**config.mk**
```make
export PLATFORM = sky130hd
export DESIGN_NAME = debug_port_scan_ctrl
export DESIGN_NICKNAME = d
export VERILOG_FILES = /design/src/rtl/debug_port_scan_ctrl_pkg.sv /design/src/rtl/debug_port_scan_ctrl_trig_match.sv /design/src/rtl/debug_port_scan_ctrl.sv
export SDC_FILE = /design/constraint.sdc
export NUM_CORES = 1
export LEC_CHECK = 0
export BUFFER_PORTS_ARGS = -buffer_cell sky130_fd_sc_hd__buf_4
export CELL_PAD_IN_SITES_DETAIL_PLACEMENT = 0
export CELL_PAD_IN_SITES_GLOBAL_PLACEMENT = 1
export CORE_UTILIZATION = 39
export DETAILED_ROUTE_END_ITERATION = 8
export PLACE_DENSITY = 0.84
export SLEW_MARGIN = 20
export SYNTH_ARGS = -nofsm -noshare
export SYNTH_HDL_FRONTEND = slang
export SYNTH_SLANG_ARGS = --single-unit
```
**constraint.sdc**
```tcl
create_clock -name macCoreClk -period 3.9 [get_ports macCoreClk]
set_input_delay 0.39 -clock macCoreClk [delete_from_list [all_inputs] [get_ports macCoreClk]]
set_output_delay 0.39 -clock macCoreClk [all_outputs]
set_load 0.02 [all_outputs]
```
**src/rtl/debug_port_scan_ctrl_pkg.sv**
```systemverilog
// Shared definitions for the debug-port scan controller: selection width,
// default selection limit, FSM state encoding and range helpers.
package debug_port_scan_ctrl_pkg;

    localparam int unsigned SEL_W           = 8;
    localparam int unsigned MAX_SEL_DEFAULT = 47;
    localparam int unsigned PORT_W          = 32;
    localparam int unsigned TRIG_W          = 16;

    typedef enum logic [1:0] {
        ST_IDLE   = 2'd0,
        ST_SCAN   = 2'd1,
        ST_FROZEN = 2'd2
    } scan_state_e;

    function automatic logic range_valid(
        input logic [SEL_W-1:0] start_sel,
        input logic [SEL_W-1:0] end_sel,
        input logic [SEL_W-1:0] max_sel
    );
        return (start_sel <= end_sel) && (end_sel <= max_sel);
    endfunction

    // Out-of-range current selections restart from the range start.
    function automatic logic [SEL_W-1:0] scan_next_sel(
        input logic [SEL_W-1:0] cur_sel,
        input logic [SEL_W-1:0] start_sel,
        input logic [SEL_W-1:0] end_sel
    );
        logic [SEL_W-1:0] nxt;
        if ((cur_sel >= end_sel) || (cur_sel < start_sel)) begin
            nxt = start_sel;
        end else begin
            nxt = cur_sel + 8'd1;
        end
        return nxt;
    endfunction

endpackage

```
**src/rtl/debug_port_scan_ctrl_trig_match.sv**
```systemverilog
// Masked compare of the upper debug half against a trigger value.
module debug_trig_match
    import debug_port_scan_ctrl_pkg::*;
(
    input  logic              enable,
    input  logic [TRIG_W-1:0] data,
    input  logic [TRIG_W-1:0] mask,
    input  logic [TRIG_W-1:0] value,
    output logic              hit
);

    // Combinational masked equality, gated by the arm bit.
    always_comb begin
        hit = enable & ((data & mask) == (value & mask));
    end

endmodule

```
**src/rtl/debug_port_scan_ctrl.sv**
```systemverilog
// Debug mux selection controller: static selection, auto-scan of the low
// half with per-selection dwell, and trigger freeze with capture.
module debug_port_scan_ctrl
    import debug_port_scan_ctrl_pkg::*;
#(
    parameter int unsigned MAX_SEL = MAX_SEL_DEFAULT,
    parameter int unsigned DWELL_W = 16
) (
    input  logic               macCoreClk,
    input  logic               macCoreClkSoftRst_n,
    input  logic [SEL_W-1:0]   regSel1,
    input  logic [SEL_W-1:0]   regSel2,
    input  logic               scanEn,
    input  logic [SEL_W-1:0]   scanStart,
    input  logic [SEL_W-1:0]   scanEnd,
    input  logic [DWELL_W-1:0] dwell,
    input  logic               trigEn,
    input  logic [TRIG_W-1:0]  trigMask,
    input  logic [TRIG_W-1:0]  trigValue,
    input  logic               trigClr,
    input  logic [PORT_W-1:0]  debugPort,
    output logic [SEL_W-1:0]   debugPortSel1,
    output logic [SEL_W-1:0]   debugPortSel2,
    output logic               scanBusy,
    output logic               scanErr,
    output logic               trigHit,
    output logic [SEL_W-1:0]   trigSel,
    output logic [PORT_W-1:0]  trigCapture
);

    localparam logic [SEL_W-1:0] MAX_SEL_C = SEL_W'(MAX_SEL);

    scan_state_e         state_r,     state_nxt_s;
    logic [SEL_W-1:0]    sel1_r,      sel1_nxt_s;
    logic [SEL_W-1:0]    sel2_r,      sel2_nxt_s;
    logic [DWELL_W-1:0]  cnt_r,       cnt_nxt_s;
    logic [DWELL_W-1:0]  dwell_lat_r, dwell_lat_nxt_s;
    logic                busy_r,      busy_nxt_s;
    logic                err_r,       err_nxt_s;
    logic                hit_r,       hit_nxt_s;
    logic [SEL_W-1:0]    trig_sel_r,  trig_sel_nxt_s;
    logic [PORT_W-1:0]   trig_cap_r,  trig_cap_nxt_s;

    logic                trig_match_s;
    logic                range_ok_s;
    logic [DWELL_W-1:0]  dwell_eff_s;

    debug_trig_match u_trig_match (
        .enable (trigEn),
        .data   (debugPort[PORT_W-1:PORT_W-TRIG_W]),
        .mask   (trigMask),
        .value  (trigValue),
        .hit    (trig_match_s)
    );

    // Range check and zero-dwell substitution for the next selection load.
    always_comb begin
        range_ok_s = range_valid(scanStart, scanEnd, MAX_SEL_C);
        if (dwell == '0) begin
            dwell_eff_s = DWELL_W'(1);
        end else begin
            dwell_eff_s = dwell;
        end
    end

    // Next-state and next-output logic; every register holds unless assigned.
    always_comb begin
        state_nxt_s     = state_r;
        sel1_nxt_s      = sel1_r;
        sel2_nxt_s      = sel2_r;
        cnt_nxt_s       = cnt_r;
        dwell_lat_nxt_s = dwell_lat_r;
        err_nxt_s       = err_r;
        hit_nxt_s       = hit_r;
        trig_sel_nxt_s  = trig_sel_r;
        trig_cap_nxt_s  = trig_cap_r;

        case (state_r)
            ST_IDLE: begin
                if (trig_match_s) begin
                    state_nxt_s    = ST_FROZEN;
                    hit_nxt_s      = 1'b1;
                    trig_sel_nxt_s = sel1_r;
                    trig_cap_nxt_s = debugPort;
                end else if (scanEn && range_ok_s) begin
                    state_nxt_s     = ST_SCAN;
                    sel1_nxt_s      = scanStart;
                    sel2_nxt_s      = regSel2;
                    cnt_nxt_s       = DWELL_W'(1);
                    dwell_lat_nxt_s = dwell_eff_s;
                    err_nxt_s       = 1'b0;
                end else begin
                    state_nxt_s = ST_IDLE;
                    sel1_nxt_s  = regSel1;
                    sel2_nxt_s  = regSel2;
                    cnt_nxt_s   = '0;
                    err_nxt_s   = scanEn;
                end
            end
            ST_SCAN: begin
                if (trig_match_s) begin
                    state_nxt_s    = ST_FROZEN;
                    hit_nxt_s      = 1'b1;
                    trig_sel_nxt_s = sel1_r;
                    trig_cap_nxt_s = debugPort;
                end else if (!scanEn) begin
                    state_nxt_s = ST_IDLE;
                    sel1_nxt_s  = regSel1;
                    sel2_nxt_s  = regSel2;
                    cnt_nxt_s   = '0;
                    err_nxt_s   = 1'b0;
                end else if (cnt_r >= dwell_lat_r) begin
                    // Range edits are only acted on once the current dwell ends.
                    if (!range_ok_s) begin
                        state_nxt_s = ST_IDLE;
                        sel1_nxt_s  = regSel1;
                        sel2_nxt_s  = regSel2;
                        cnt_nxt_s   = '0;
                        err_nxt_s   = 1'b1;
                    end else begin
                        sel1_nxt_s      = scan_next_sel(sel1_r, scanStart, scanEnd);
                        sel2_nxt_s      = regSel2;
                        cnt_nxt_s       = DWELL_W'(1);
                        dwell_lat_nxt_s = dwell_eff_s;
                    end
                end else begin
                    sel2_nxt_s = regSel2;
                    cnt_nxt_s  = cnt_r + DWELL_W'(1);
                end
            end
            ST_FROZEN: begin
                if (trigClr) begin
                    state_nxt_s = ST_IDLE;
                    hit_nxt_s   = 1'b0;
                end else begin
                    state_nxt_s = ST_FROZEN;
                end
            end
            default: begin
                state_nxt_s = ST_IDLE;
                sel1_nxt_s  = regSel1;
                sel2_nxt_s  = regSel2;
                cnt_nxt_s   = '0;
                hit_nxt_s   = 1'b0;
            end
        endcase

        busy_nxt_s = (state_nxt_s == ST_SCAN);
    end

    // FSM state register.
    always_ff @(posedge macCoreClk) begin
        if (!macCoreClkSoftRst_n) begin
            state_r <= ST_IDLE;
        end else begin
            state_r <= state_nxt_s;
        end
    end

    // Selection, dwell, status and capture registers.
    always_ff @(posedge macCoreClk) begin
        if (!macCoreClkSoftRst_n) begin
            sel1_r      <= '0;
            sel2_r      <= '0;
            cnt_r       <= '0;
            dwell_lat_r <= DWELL_W'(1);
            busy_r      <= 1'b0;
            err_r       <= 1'b0;
            hit_r       <= 1'b0;
            trig_sel_r  <= '0;
            trig_cap_r  <= '0;
        end else begin
            sel1_r      <= sel1_nxt_s;
            sel2_r      <= sel2_nxt_s;
            cnt_r       <= cnt_nxt_s;
            dwell_lat_r <= dwell_lat_nxt_s;
            busy_r      <= busy_nxt_s;
            err_r       <= err_nxt_s;
            hit_r       <= hit_nxt_s;
            trig_sel_r  <= trig_sel_nxt_s;
            trig_cap_r  <= trig_cap_nxt_s;
        end
    end

    assign debugPortSel1 = sel1_r;
    assign debugPortSel2 = sel2_r;
    assign scanBusy      = busy_r;
    assign scanErr       = err_r;
    assign trigHit       = hit_r;
    assign trigSel       = trig_sel_r;
    assign trigCapture   = trig_cap_r;

endmodule

```
Yosys cells after proc, flatten, opt, wreduce, memory -nomap -nowiden

Cells that the tools add are included.

Register bits: 93
Bits in latches: 0
Memory bits (writable): 0
ROM bits: 0
Bits of input ports: 117
Output and inout bits: 59
Memories kept: 0

$add $sub $neg: 2
Multipliers: 0
Div/mod/pow operators: 0
Magnitude comparators: 5
Eq/ne operators: 15
Shifts and indexed selects: 0
Muxes and demuxes: 43
Bitwise logic cells: 4
Reductions and logical operators: 14

Operators with widths:

| operator                                            | count |
|---|---|
| two-way mux 16 bit                                  | 11 |
| two-way mux 8 bit                                   | 8 |
| one-hot mux 16 bit (3 select lines)                 | 1 |
| bitwise AND 16 bit                                  | 2 |
| one-hot mux 16 bit (2 select lines)                 | 1 |
| one-hot mux 8 bit (3 select lines)                  | 1 |
| adder 16 x 1 -> 16 bit, second input constant       | 1 |
| == test 16 bit                                      | 1 |
| greater-or-equal comparator 16 bit                  | 1 |
| zero test 16 bit                                    | 1 |
| != test 2 bit, second input constant                | 8 |
| one-hot mux 8 bit (2 select lines)                  | 1 |
| two-way mux 2 bit                                   | 6 |
| two-way mux 1 bit                                   | 11 |
| adder 8 x 1 -> 8 bit, second input constant         | 1 |
| greater-or-equal comparator 8 bit                   | 1 |
| <= comparator 8 x 6 -> 1 bit, second input constant | 1 |
| <= comparator 8 bit                                 | 1 |
| < comparator 8 bit                                  | 1 |
| AND reduction 7 bit                                 | 1 |
| != test 3 bit, second input constant                | 2 |
| one-hot mux 2 bit (3 select lines)                  | 1 |
| AND reduction 2 bit                                 | 3 |
| AND reduction 5 bit                                 | 1 |
| 13 further kinds                                    | 16 |

Longest topological paths before layout

Gate-level depths: netlist (run 1).

Word-level depth: 8
Gate-level depth with buffers: 11

Modules after synthesis

A second synthesis (run 1) with hierarchy kept.

Cell total of the unflattened synthesis: 641
Area total of the unflattened synthesis: 5107.4 um^2

By module, submodules not included:

| module               | instances | cells each | area each (um^2) | seq. area each (um^2) |
|---|---|---|---|---|
| debug_port_scan_ctrl | 1         | 614        | 4882.2           | 1861.8 |
| debug_trig_match     | 1         | 27         | 225.2            | 0.0 |

Worst setup path before layout (run 1)

No wires, ideal clock.

Path type: register to register
Start: reg sel1_r[5] (netlist: debugPortSel1[5])
End: reg sel1_r[2] (netlist: debugPortSel1[2])
Arrival: 2402 ps
Path slack: 1428 ps
Stages on the path, launching flop included: 8
Path buffers: 0
Path through: dfxtp_1 > ha_1 > and3_1 > a221o_1 > a311oi_4 > mux2i_1 > mux2i_1 > a21oi_1

Word-level cells in the longest chain between the ends: 8
Elaborated cells on any way between the ends: 9

Ends and longest elaborated chain:

| item                                                                           | RTL line                       | RTL |
|---|---|---|
| start: declaration                                                             | debug_port_scan_ctrl.sv:34     | `logic [SEL_W-1:0] sel1_r, sel1_nxt_s;` |
| start signal: assignment                                                       | debug_port_scan_ctrl.sv:173    | `sel1_r <= sel1_nxt_s;` |
| greater-or-equal comparator 8 bit / < comparator 8 bit (equally long branches) | debug_port_scan_ctrl_pkg.sv:31 | `if ((cur_sel >= end_sel) \|\| (cur_sel < start_sel)) begin` |
| logical OR 1 bit *                                                             | debug_port_scan_ctrl_pkg.sv:31 |  |
| two-way mux 8 bit *                                                            | debug_port_scan_ctrl_pkg.sv:31 |  |
| two-way mux 8 bit *                                                            | debug_port_scan_ctrl.sv:114    | `if (!range_ok_s) begin` |
| two-way mux 8 bit *                                                            | debug_port_scan_ctrl.sv:112    | `end else if (cnt_r >= dwell_lat_r) begin` |
| two-way mux 8 bit *                                                            | debug_port_scan_ctrl.sv:106    | `end else if (!scanEn) begin` |
| two-way mux 8 bit *                                                            | debug_port_scan_ctrl.sv:101    | `if (trig_match_s) begin` |
| one-hot mux 8 bit (3 select lines) *                                           | debug_port_scan_ctrl.sv:78     | `case (state_r)` |

Every way passes the cells marked *; elsewhere a longest branch is shown, timed or not. The select of a mux whose other input is x is not followed.
A chain may end at the register's enable or synchronous reset.

Final worst setup path (run 1)

Start: reg cnt_r[0]
End: reg dwell_lat_r[0]

Word-level cells in the longest chain between the ends: 3

Ends and longest elaborated chain:

| item                               | RTL line                    | RTL |
|---|---|---|
| start: declaration                 | debug_port_scan_ctrl.sv:36  | `logic [DWELL_W-1:0] cnt_r, cnt_nxt_s;` |
| start signal: assignment           | debug_port_scan_ctrl.sv:175 | `cnt_r <= cnt_nxt_s;` |
| greater-or-equal comparator 16 bit | debug_port_scan_ctrl.sv:112 |  |
| != test 2 bit (no line)            | --                          |  |
| AND reduction 7 bit (no line)      | --                          |  |
| end signal: assignment             | debug_port_scan_ctrl.sv:176 | `dwell_lat_r <= dwell_lat_nxt_s;` |
| end: declaration                   | debug_port_scan_ctrl.sv:37  | `logic [DWELL_W-1:0] dwell_lat_r, dwell_lat_nxt_s;` |

Every way passes these cells.

==> qor.txt, run 1 <==
status - finished clean
Worst-Margin Slew - 0.955 ns
htree depth - 3
Final Hold Viols - 0
syn_nets - 786
# IOs - 176
total chip power - 0.00227 W
Worst path top cell family by delay - compound AO/OA/AOI/OAI gates
Residual DRC - 0
clock period minus worst slack - 2.99 ns
Placed Area - 6420 µm²
crit path DAT - 3.18 ns
TritonCTS Buffers - 9
EDFF count, synth - 0
mux cell area share after synthesis - 2.81%
largest family of logic cells by synthesized area - simple AND/OR/NAND/NOR gates
Post-CTS Setup Repair Bufs - 0
hold bufs inserted after CTS - 0
gr usage total - 22.1%
Mapped Area - 4990 µm²
WP data required - 4.08 ns
CP bufs+invs - 1
TritonCTS clock tree - done
WL/cell - 14.8 µm
DP HPWL - 10.9 mm
critical path class - flip-flop to flip-flop
final core occ - 55.1%
ys flop type - dfxtp_1
area share of and/or/nand/nor cells after synthesis - 21.6%
non-filler cells, final - 960
number of max-cap violations - 0
total core area - 12300 µm²
Routed WL - 14.2 mm
Peak VDD IR - 0.295 mV
met2 usage - 39.6%
final setup fails - 0
Post-Syn Instances - 628
Async SR Flop Fraction - 0%
Root Buffer - clkbuf_16
Compound-Gate Fraction of Synth Area - 17.0%
Die Area - 13300 µm²
grt met1 use - 25.7%
n_diodes - 0
Synth Area in Adders - 10.3%
Synth cell types - 52
Seq cells post-synth - 93
synthesis-to-finish area growth - 35.3%
Lkg Pwr - 2.87 nW
top post-synthesis cells by area - dfxtp_1 (37%), nand2_1 (11%), ha_1 (10%), a21oi_1 (7.4%), xor2_1 (3.9%)
crit path capture type - flip-flop
Reg clk slew, reported paths - 0.07 ns
initial antenna violation count - 0
top cell type's share of synthesized area - 37.3%
crit-path max cell delay - 0.78 ns
critical path cell sequence - inv_1 -> ha_1 -> nand2b_1 -> a2111oi_0 -> o41ai_1 -> a21oi_1 -> a2111o_1 -> a311oi_1 -> o21ai_0
Longest Clk Path Bufs - 2
# clock sinks - 93
fin nets - 946
via/cell ratio - 5.01
gr ovfl total - 0
Port Buffer Count - 175
Row Count - 40
yosys warns - 0
Initial Util - 40.7%
slew margin rel. - 36.3%
post-CTS sizing - 0
PwrDens - 336 nW/µm²
Seq/Total Area, Yosys - 37.3%
Die Wd - 115 µm
via count - 4811
CP Launch Point - cnt_r[0]
Post-Synth XOR/XNOR Area - 5.79%
final RePlAce weighted congestion - 0.818
Avg Cell Area, Syn - 7.95 µm²
Clock Skew - 0.00706 ns
fin area - 6760 µm²
GR Util met3 - 6.06%
Critical Path Start Type - flip-flop
Placed Cells incl. Taps - 945
Slowest cell on crit path - a2111o_1
Post-DRT Antenna Nets - 0
Iter 0 DRT Violations - 212
clock latency on the worst-skew pair - 0.34 ns
Die H - 115 µm
crit share post-route - 76.8%
Worst R2R Setup Slack - 0.91 ns
Fin Setup TNS - 0 ns
launch point of the worst reg-to-reg path - cnt_r[0]
max-slew violations - 0
Top Usage Layer GRT - met2
First-pass DRT Iterations - 4
crit path max fanout - 32
FMAX - 334 MHz
area leader, netlist - dfxtp_1
vias in the first global route - 4858
layout cells sized above 1 - 25.5%
Hold Path Class - input port to flip-flop
first-pass GRT wire length - 22.9 mm
RSZ-0062 raised after global routing - false
hold_sp - regSel2[3]
largest net degree at the start of global routing - 55
-- worst reg2reg max path, delay by kind of cell (launching register included) --
family,cells,cell delay (ns)
AO/OA/AOI/OAI,6,2.01
AND/OR/NAND/NOR,1,0.09
adder cells (fa/ha/maj),1,0.27
buffers and inverters,1,0.07
flip-flops,1,0.41
-- cells in the mapped netlist, drive strengths merged, types with 4 or more instances --
library cell / n
o21a: 4
buf: 6
a21o: 4
nor2: 21
nor4: 5
ha: 41
a22oi: 8
mux2i: 14
nand3: 24
xor2: 22
nand4: 8
clkbuf: 24
xnor2: 11
and3: 7
nand2: 140
o211ai: 4
nand2b: 5
dfxtp: 93
nor3: 10
a21oi: 74
o21ai: 32
inv: 36
-- stage by stage --
step                      worst slack (ns)  hold WS (ns)
final                                0.906         0.298
after global routing                 0.587         0.294
after CTS                            0.903         0.286
after detailed placement             0.926         0.443
after global placement                1.05         0.439
after floorplan                       1.43         0.444
-- cell type report --
type / instances / area (µm²)
Clock buffer: 12 / 267
Clock inverter: 3 / 67.6
Inverter: 36 / 135
Fill cell: 1152 / 5500
Multi-Input combinational cell: 469 / 2870
Timing Repair Buffer: 179 / 1340
Sequential cell: 93 / 1860
Tap cell: 168 / 210
-- routing by layer --
layer	vias to the layer above	share of wire [%]
met2	96	51
met1	2228	42
met4	0	1.3
li1	2474	-
met3	13	5.3
met5	-	0
-- sequential cells by signal, indices dropped and copies added (netlist names) --
name,count
trigCapture,32
state_r,2
trigHit,1
trigSel,8
dwell_lat_r,16
cnt_r,16
debugPortSel2,8
scanErr,1
scanBusy,1
debugPortSel1,8
-- cells by family (layout without fill, tap and decap cells) --
group | after synthesis | in the layout
mux | 14 | 14
buf+inv | 66 | 230
xor+xnor | 33 | 33
fa+ha+maj | 41 | 41
compound gates | 143 | 143
flops | 93 | 93
simple gates | 238 | 238
-- cells in the final DEF (no fill, tap or decap), types with 2 or more instances in the layout --
cell       count
o21a_1         4
nor2b_1        3
and2_1         2
xnor2_1       11
a21o_1         4
a21oi_1       74
a31oi_1        2
clkbuf_16      9
a22oi_2        2
o22ai_1        2
nand3_1       24
o211ai_1       4
inv_1         35
nand2_1      140
dfxtp_1       93
nor4_1         4
or3_1          2
o21ai_0       29
or4_1          3
mux2i_1       14
ha_1          41
nand2b_1       4
nand4_1        7
nor3_1        10
nor2_1        21
and3_1         7
nor3b_1        3
a22oi_1        6
bufinv_16      2
xor2_1        22
buf_4        179
clkbuf_8       3
o21ai_1        3
a211oi_1       3
-- power by group --
part,internal [W],leakage [nW],switching [W]
registers,0.000968,0.754,0.0000248
logic,0.000158,1.95,0.000150
clock network,0.000611,0.161,0.000361
total,0.00174,2.87,0.000536
-- path summary, 6_finish.rpt --
path	cells past startpoint	end
worst max-delay path	9	dwell_lat_r[0]
worst max register to register	9	dwell_lat_r[0]
worst min-delay path	3	debugPortSel2[3]
worst min register to register	2	trigCapture[1]
No activity file was read; power rests on OpenSTA's default activity.
==> run 2: changes to the inputs <==
--- a/config.mk
+++ b/config.mk
@@ -8,9 +8,9 @@
 export BUFFER_PORTS_ARGS = -buffer_cell sky130_fd_sc_hd__buf_4
 export CELL_PAD_IN_SITES_DETAIL_PLACEMENT = 0
 export CELL_PAD_IN_SITES_GLOBAL_PLACEMENT = 1
-export CORE_UTILIZATION = 39
+export CORE_UTILIZATION = 32
 export DETAILED_ROUTE_END_ITERATION = 8
-export PLACE_DENSITY = 0.84
+export PLACE_DENSITY = 0.73
 export SLEW_MARGIN = 20
 export SYNTH_ARGS = -nofsm -noshare
 export SYNTH_HDL_FRONTEND = slang
==> constraint.sdc (replaced) <==
create_clock -name macCoreClk -period 2.4 [get_ports macCoreClk]
set_input_delay 0.24 -clock macCoreClk [delete_from_list [all_inputs] [get_ports macCoreClk]]
set_output_delay 0.24 -clock macCoreClk [all_outputs]
set_load 0.02 [all_outputs]
==> run 2 against run 1 <==
Compared with the run above: maximum frequency is 28% higher; wire length grew 6.5%; clock skew is essentially flat; largest cell class unchanged.
==> qor.txt, run 2 (synthesized netlist as in run 1, its figures left out) <==
via count - 4989
crit share post-route - 97.7%
worst setup path end - dwell_lat_r[3]
RSZ-0062 raised after global routing - true
WP data required - 2.63 ns
critical path cell sequence - inv_2 -> ha_4 -> nand4_1 -> o41ai_2 -> a21oi_1 -> a2111o_1 -> buf_2 -> nand3_1 -> o21ai_0
number of max-cap violations - 0
Post-CTS Setup Repair Bufs - 0
FMAX - 427 MHz
Post-DRT Antenna Nets - 0
Lkg Pwr - 3.05 nW
max-slew violations - 0
largest net degree at the start of global routing - 34
worst r2r dst - dwell_lat_r[3]
TritonCTS Buffers - 9
Row Count - 45
htree depth - 3
Die H - 127 µm
total chip power - 0.00364 W
via/cell ratio - 4.93
Longest Clk Path Bufs - 2
Clock Skew - 0.00657 ns
r2r worst-path depth - 9
DP HPWL - 11.8 mm
Placed Area - 6690 µm²
Root Buffer - clkbuf_16
critical path class - flip-flop to flip-flop
TritonCTS clock tree - done
clock period minus worst slack - 2.34 ns
fillers - 1536
Placed Cells incl. Taps - 994
Slowest cell on crit path - a2111o_1
final core occ - 47.0%
# IOs - 176
slew margin rel. - 66.2%
Critical Path Start Type - flip-flop
crit-path max cell delay - 0.57 ns
Die Area - 16100 µm²
crit path capture type - flip-flop
Residual DRC - 0
Worst R2R Setup Slack - 0.06 ns
CP Launch Point - dwell_lat_r[6]
Final Hold Viols - 0
final RePlAce weighted congestion - 0.815
# clock sinks - 93
PwrDens - 510 nW/µm²
WL/cell - 15.0 µm
clock latency on the worst-skew pair - 0.35 ns
Reg clk slew, reported paths - 0.07 ns
max reg flops - 32
first-pass GRT wire length - 23.9 mm
n_diodes - 0
launch point of the worst reg-to-reg path - dwell_lat_r[6]
fin nets - 977
crit path DAT - 2.57 ns
total core area - 15200 µm²
final setup fails - 0
synthesis-to-finish area growth - 42.9%
crit path max fanout - 8
Hold Path Class - input port to flip-flop
Routed WL - 15.1 mm
Worst-Margin Slew - 0.502 ns
commonest cells after routing, fill and taps aside - buf_4 (205), nand2_1 (140), dfxtp_1 (87)
layout cells sized above 1 - 31.3%
gr ovfl total - 0
status - finished clean
vias in the first global route - 4923
most common cell after layout, fill and taps aside - buf_4
Port Buffer Count - 175
non-filler cells, final - 1012
initial antenna violation count - 0
Peak VDD IR - 0.301 mV
Initial Util - 32.9%
gr usage total - 18.8%
Die Wd - 127 µm
First-pass DRT Iterations - 5
Iter 0 DRT Violations - 194
fin area - 7140 µm²
run 2: cell types whose count changed in the layout (fill, tap and decap cells not counted), sizes merged:
cell / delta
bufinv: -1
buf: +31
inv: +2
clkbuf: -2
clkinv: +2
run 2: cell type report:
| cell class | count | area, µm² | share of cell area (%) |
|---|---|---|---|
| clock buffer | 10 | 239 | 3.35 |
| clock inverter | 6 | 68.8 | 0.964 |
| inverter | 36 | 135 | 1.89 |
| multi-input combinational | 469 | 2980 | 41.8 |
| sequential | 93 | 1870 | 26.2 |
| tap | 188 | 235 | 3.30 |
| timing repair buffer | 210 | 1610 | 22.5 |
run 2: where the power goes:
part,switching (W),leakage (nW),internal [W]
registers,0.0000267,0.757,0.00157
clock network,0.000633,0.149,0.000844
logic,0.000274,2.14,0.000290
total,0.000934,3.05,0.00271
run 2: worst min path at each step:
stage	cells after the start	end	slack (ns)	start
after global routing	3	trigCapture[0]	0.13	debugPort[0]
after detailed placement	2	trigCapture[2]	0.45	trigCapture[2]
final	3	debugPortSel2[7]	0.13	regSel2[7]
after CTS	3	debugPortSel2[6]	0.12	regSel2[6]
after floorplan	2	cnt_r[4]	0.37	macCoreClkSoftRst_n
after global placement	2	trigCapture[2]	0.44	trigCapture[2]
run 2: per-stage QoR:
| stage | setup WS [ns] | hold slack, ns | TNS (ns) |
|---|---|---|---|
| floorplan | 0.0143 | 0.371 | 0 |
| global placement | 0.0286 | 0.439 | 0 |
| detailed placement | -0.0947 | 0.446 | -0.703 |
| CTS | -0.00162 | 0.122 | -0.00162 |
| global route | -0.0648 | 0.128 | -0.427 |
| finish | 0.0560 | 0.132 | 0 |
run 2: worst max-delay path, delay by kind of cell, from the launching register on:
| kind | cells | cell delay (ns) |
|---|---|---|
| adders and majority gates | 1 | 0.25 |
| buffers and inverters | 2 | 0.27 |
| DFF | 1 | 0.35 |
| and+or+nand+nor | 2 | 0.21 |
| AOI/OAI and AO/OA | 4 | 1.14 |
run 2: timing repair:
item	4_1_cts	5_1_grt
endpoints found under the setup margin	16	41
gates cloned	0	2
pin swaps	2	8
resized for setup	3	35
endpoints found under the hold margin	0	0
hold buffers	0	0
run 2: routing by layer:
metal	wire length [µm]	part of all wire, %	track usage [%]
met5	0	0	0
met2	7880	52	33.6
met3	680	4.5	4.13
met4	150	0.99	6.93
met1	6430	42	21.8
==> run 3: changes to the inputs <==
--- a/config.mk
+++ b/config.mk
@@ -8,9 +8,10 @@
 export BUFFER_PORTS_ARGS = -buffer_cell sky130_fd_sc_hd__buf_4
 export CELL_PAD_IN_SITES_DETAIL_PLACEMENT = 0
 export CELL_PAD_IN_SITES_GLOBAL_PLACEMENT = 1
+export CORE_ASPECT_RATIO = 0.5
 export CORE_UTILIZATION = 32
 export DETAILED_ROUTE_END_ITERATION = 8
-export PLACE_DENSITY = 0.73
+export PLACE_DENSITY = 0.8
 export SLEW_MARGIN = 20
 export SYNTH_ARGS = -nofsm -noshare
 export SYNTH_HDL_FRONTEND = slang
==> run 3 against run 2 <==
Compared with the run above: final area up 1.2%; critical path depth unchanged; critical path type unchanged; worst hold slack better by 0.0047 ns; maximum frequency grew 1.1%; first-iteration DRC count increased by 7.7%.
==> qor.txt, run 3 (synthesized netlist as in run 1, its figures left out) <==
status - finished clean
Lkg Pwr - 3.09 nW
Critical Path Start Type - flip-flop
Worst R2R Setup Slack - 0.08 ns
first-pass GRT wire length - 23.3 mm
Final Hold Viols - 0
Peak VDD IR - 0.358 mV
fin nets - 978
DR WL met3 - 737 µm
launch point of the worst reg-to-reg path - dwell_lat_r[13]
# clock sinks - 93
Post-CTS Setup Repair Bufs - 0
hold bufs inserted after CTS - 0
fin area - 7220 µm²
max-slew violations - 0
number of max-cap violations - 0
slew margin rel. - 58.6%
Hold Path Class - input port to flip-flop
dpl ws - -0.0778 ns
FMAX - 431 MHz
RSZ-0062 raised after global routing - true
Die Area - 16100 µm²
fin worst setup slack - 0.0815 ns
crit path capture type - flip-flop
Routed WL - 14.5 mm
TritonCTS clock tree - done
crit path max fanout - 7
largest net degree at the start of global routing - 49
htree depth - 3
Reg clk slew, reported paths - 0.07 ns
Post-DRT Antenna Nets - 0
WL/cell - 14.1 µm
final core occ - 48.6%
Iter 0 DRT Violations - 209
First-pass DRT Iterations - 5
gr ovfl total - 0
WP data required - 2.64 ns
crit path DAT - 2.56 ns
max reg flops - 32
DP HPWL - 11.1 mm
Die Wd - 179 µm
n_diodes - 0
clock latency on the worst-skew pair - 0.35 ns
total core area - 14900 µm²
Port Buffer Count - 175
# IOs - 176
worst r2r dst - dwell_lat_r[13]
most common cell after layout, fill and taps aside - buf_4
r2r worst-path depth - 9
metal2 WL - 6.91 mm
initial antenna violation count - 0
gr usage total - 18.3%
Root Buffer - clkbuf_16
layout cells sized above 1 - 31.6%
Clock Skew - 0.00901 ns
final setup fails - 0
Row Count - 31
Longest Clk Path Bufs - 2
Residual DRC - 0
commonest cells after routing, fill and taps aside - buf_4 (205), nand2_1 (140), dfxtp_1 (84)
critical path class - flip-flop to flip-flop
total chip power - 0.00377 W
Hold Crit Depth - 3
Worst-Margin Slew - 0.615 ns
vias in the first global route - 4880
Placed Area - 6690 µm²
Fin Setup TNS - 0 ns
via count - 4981
Post-Route M1 WL - 6.58 mm
PwrDens - 522 nW/µm²
final RePlAce weighted congestion - 0.840
Worst Hold End - dwell_lat_r[8]
via/cell ratio - 4.87
synthesis-to-finish area growth - 44.6%
Initial Util - 33.6%
hold_sp - dwell[8]
fillers - 1482
TritonCTS Buffers - 9
Die H - 90.3 µm
clock period minus worst slack - 2.32 ns
crit share post-route - 96.6%
uppermost layer routed - met4
-- run 3: changes by cell type in the layout (fill, tap and decap cells not counted), moves of 3 or more --
cell and change:
nand3_2 -3, dfxtp_2 +3, dfxtp_1 -3, nand3_1 +3, o21ai_0 -5, o21ai_1 +5
-- run 3: worst max-delay path by stage --
stage	to	from	slack [ns]
after floorplan	debugPortSel1[5]	debugPortSel1[7]	0.01
after global placement	dwell_lat_r[7]	debugPort[17]	-0.05
after detailed placement	dwell_lat_r[9]	cnt_r[0]	-0.08
after CTS	cnt_r[14]	cnt_r[0]	0.01
after global routing	dwell_lat_r[0]	dwell_lat_r[13]	-0.06
final	dwell_lat_r[13]	dwell_lat_r[13]	0.08
-- run 3: where the power goes --
part           switching [W]  total [W]  internal [W]
combinational       0.000277   0.000568      0.000291
sequential         0.0000217    0.00160       0.00157
clock               0.000631    0.00160      0.000972
total               0.000931    0.00377       0.00284
-- run 3: metal layers --
metal  vias to the layer above  track usage, %
met4                         0            4.87
met1                      2302            22.4
met2                       115            31.5
met5                         -               0
li1                       2545               -
met3                        19            4.84
-- run 3: area by class of cell --
class | count | area, µm² | area share (%)
clock inverter | 5 | 81.3 | 1.13
multi-input combinational | 469 | 2980 | 41.3
timing repair buffer | 211 | 1650 | 22.9
tap | 198 | 248 | 3.43
clock buffer | 11 | 253 | 3.50
inverter | 36 | 135 | 1.87
sequential | 93 | 1870 | 25.9
-- run 3: worst max-delay path, cell delays in order, from the launching register on --
cell and delay [ns]:
dfxtp_1 0.35, inv_1 0.05, ha_1 0.28, nand4_1 0.22, nor3_4 0.24, a21oi_2 0.10, a2111o_2 0.62, clkbuf_16 0.21
nand3_1 0.07, o21ai_1 0.07
-- run 3: through the flow --
stage,cells,hold slack [ns]
after global placement,1004,0.438
final,1023,0.137
after global routing,1023,0.121
after CTS,1020,0.130
after detailed placement,1004,0.447
after floorplan,628,0.371
-- run 3: repair_timing --
item,CTS,global route
endpoints found under the hold margin,0,0
gates resized for setup,3,43
pin swaps,2,11
cloned,0,3
setup endpoints to repair,15,23
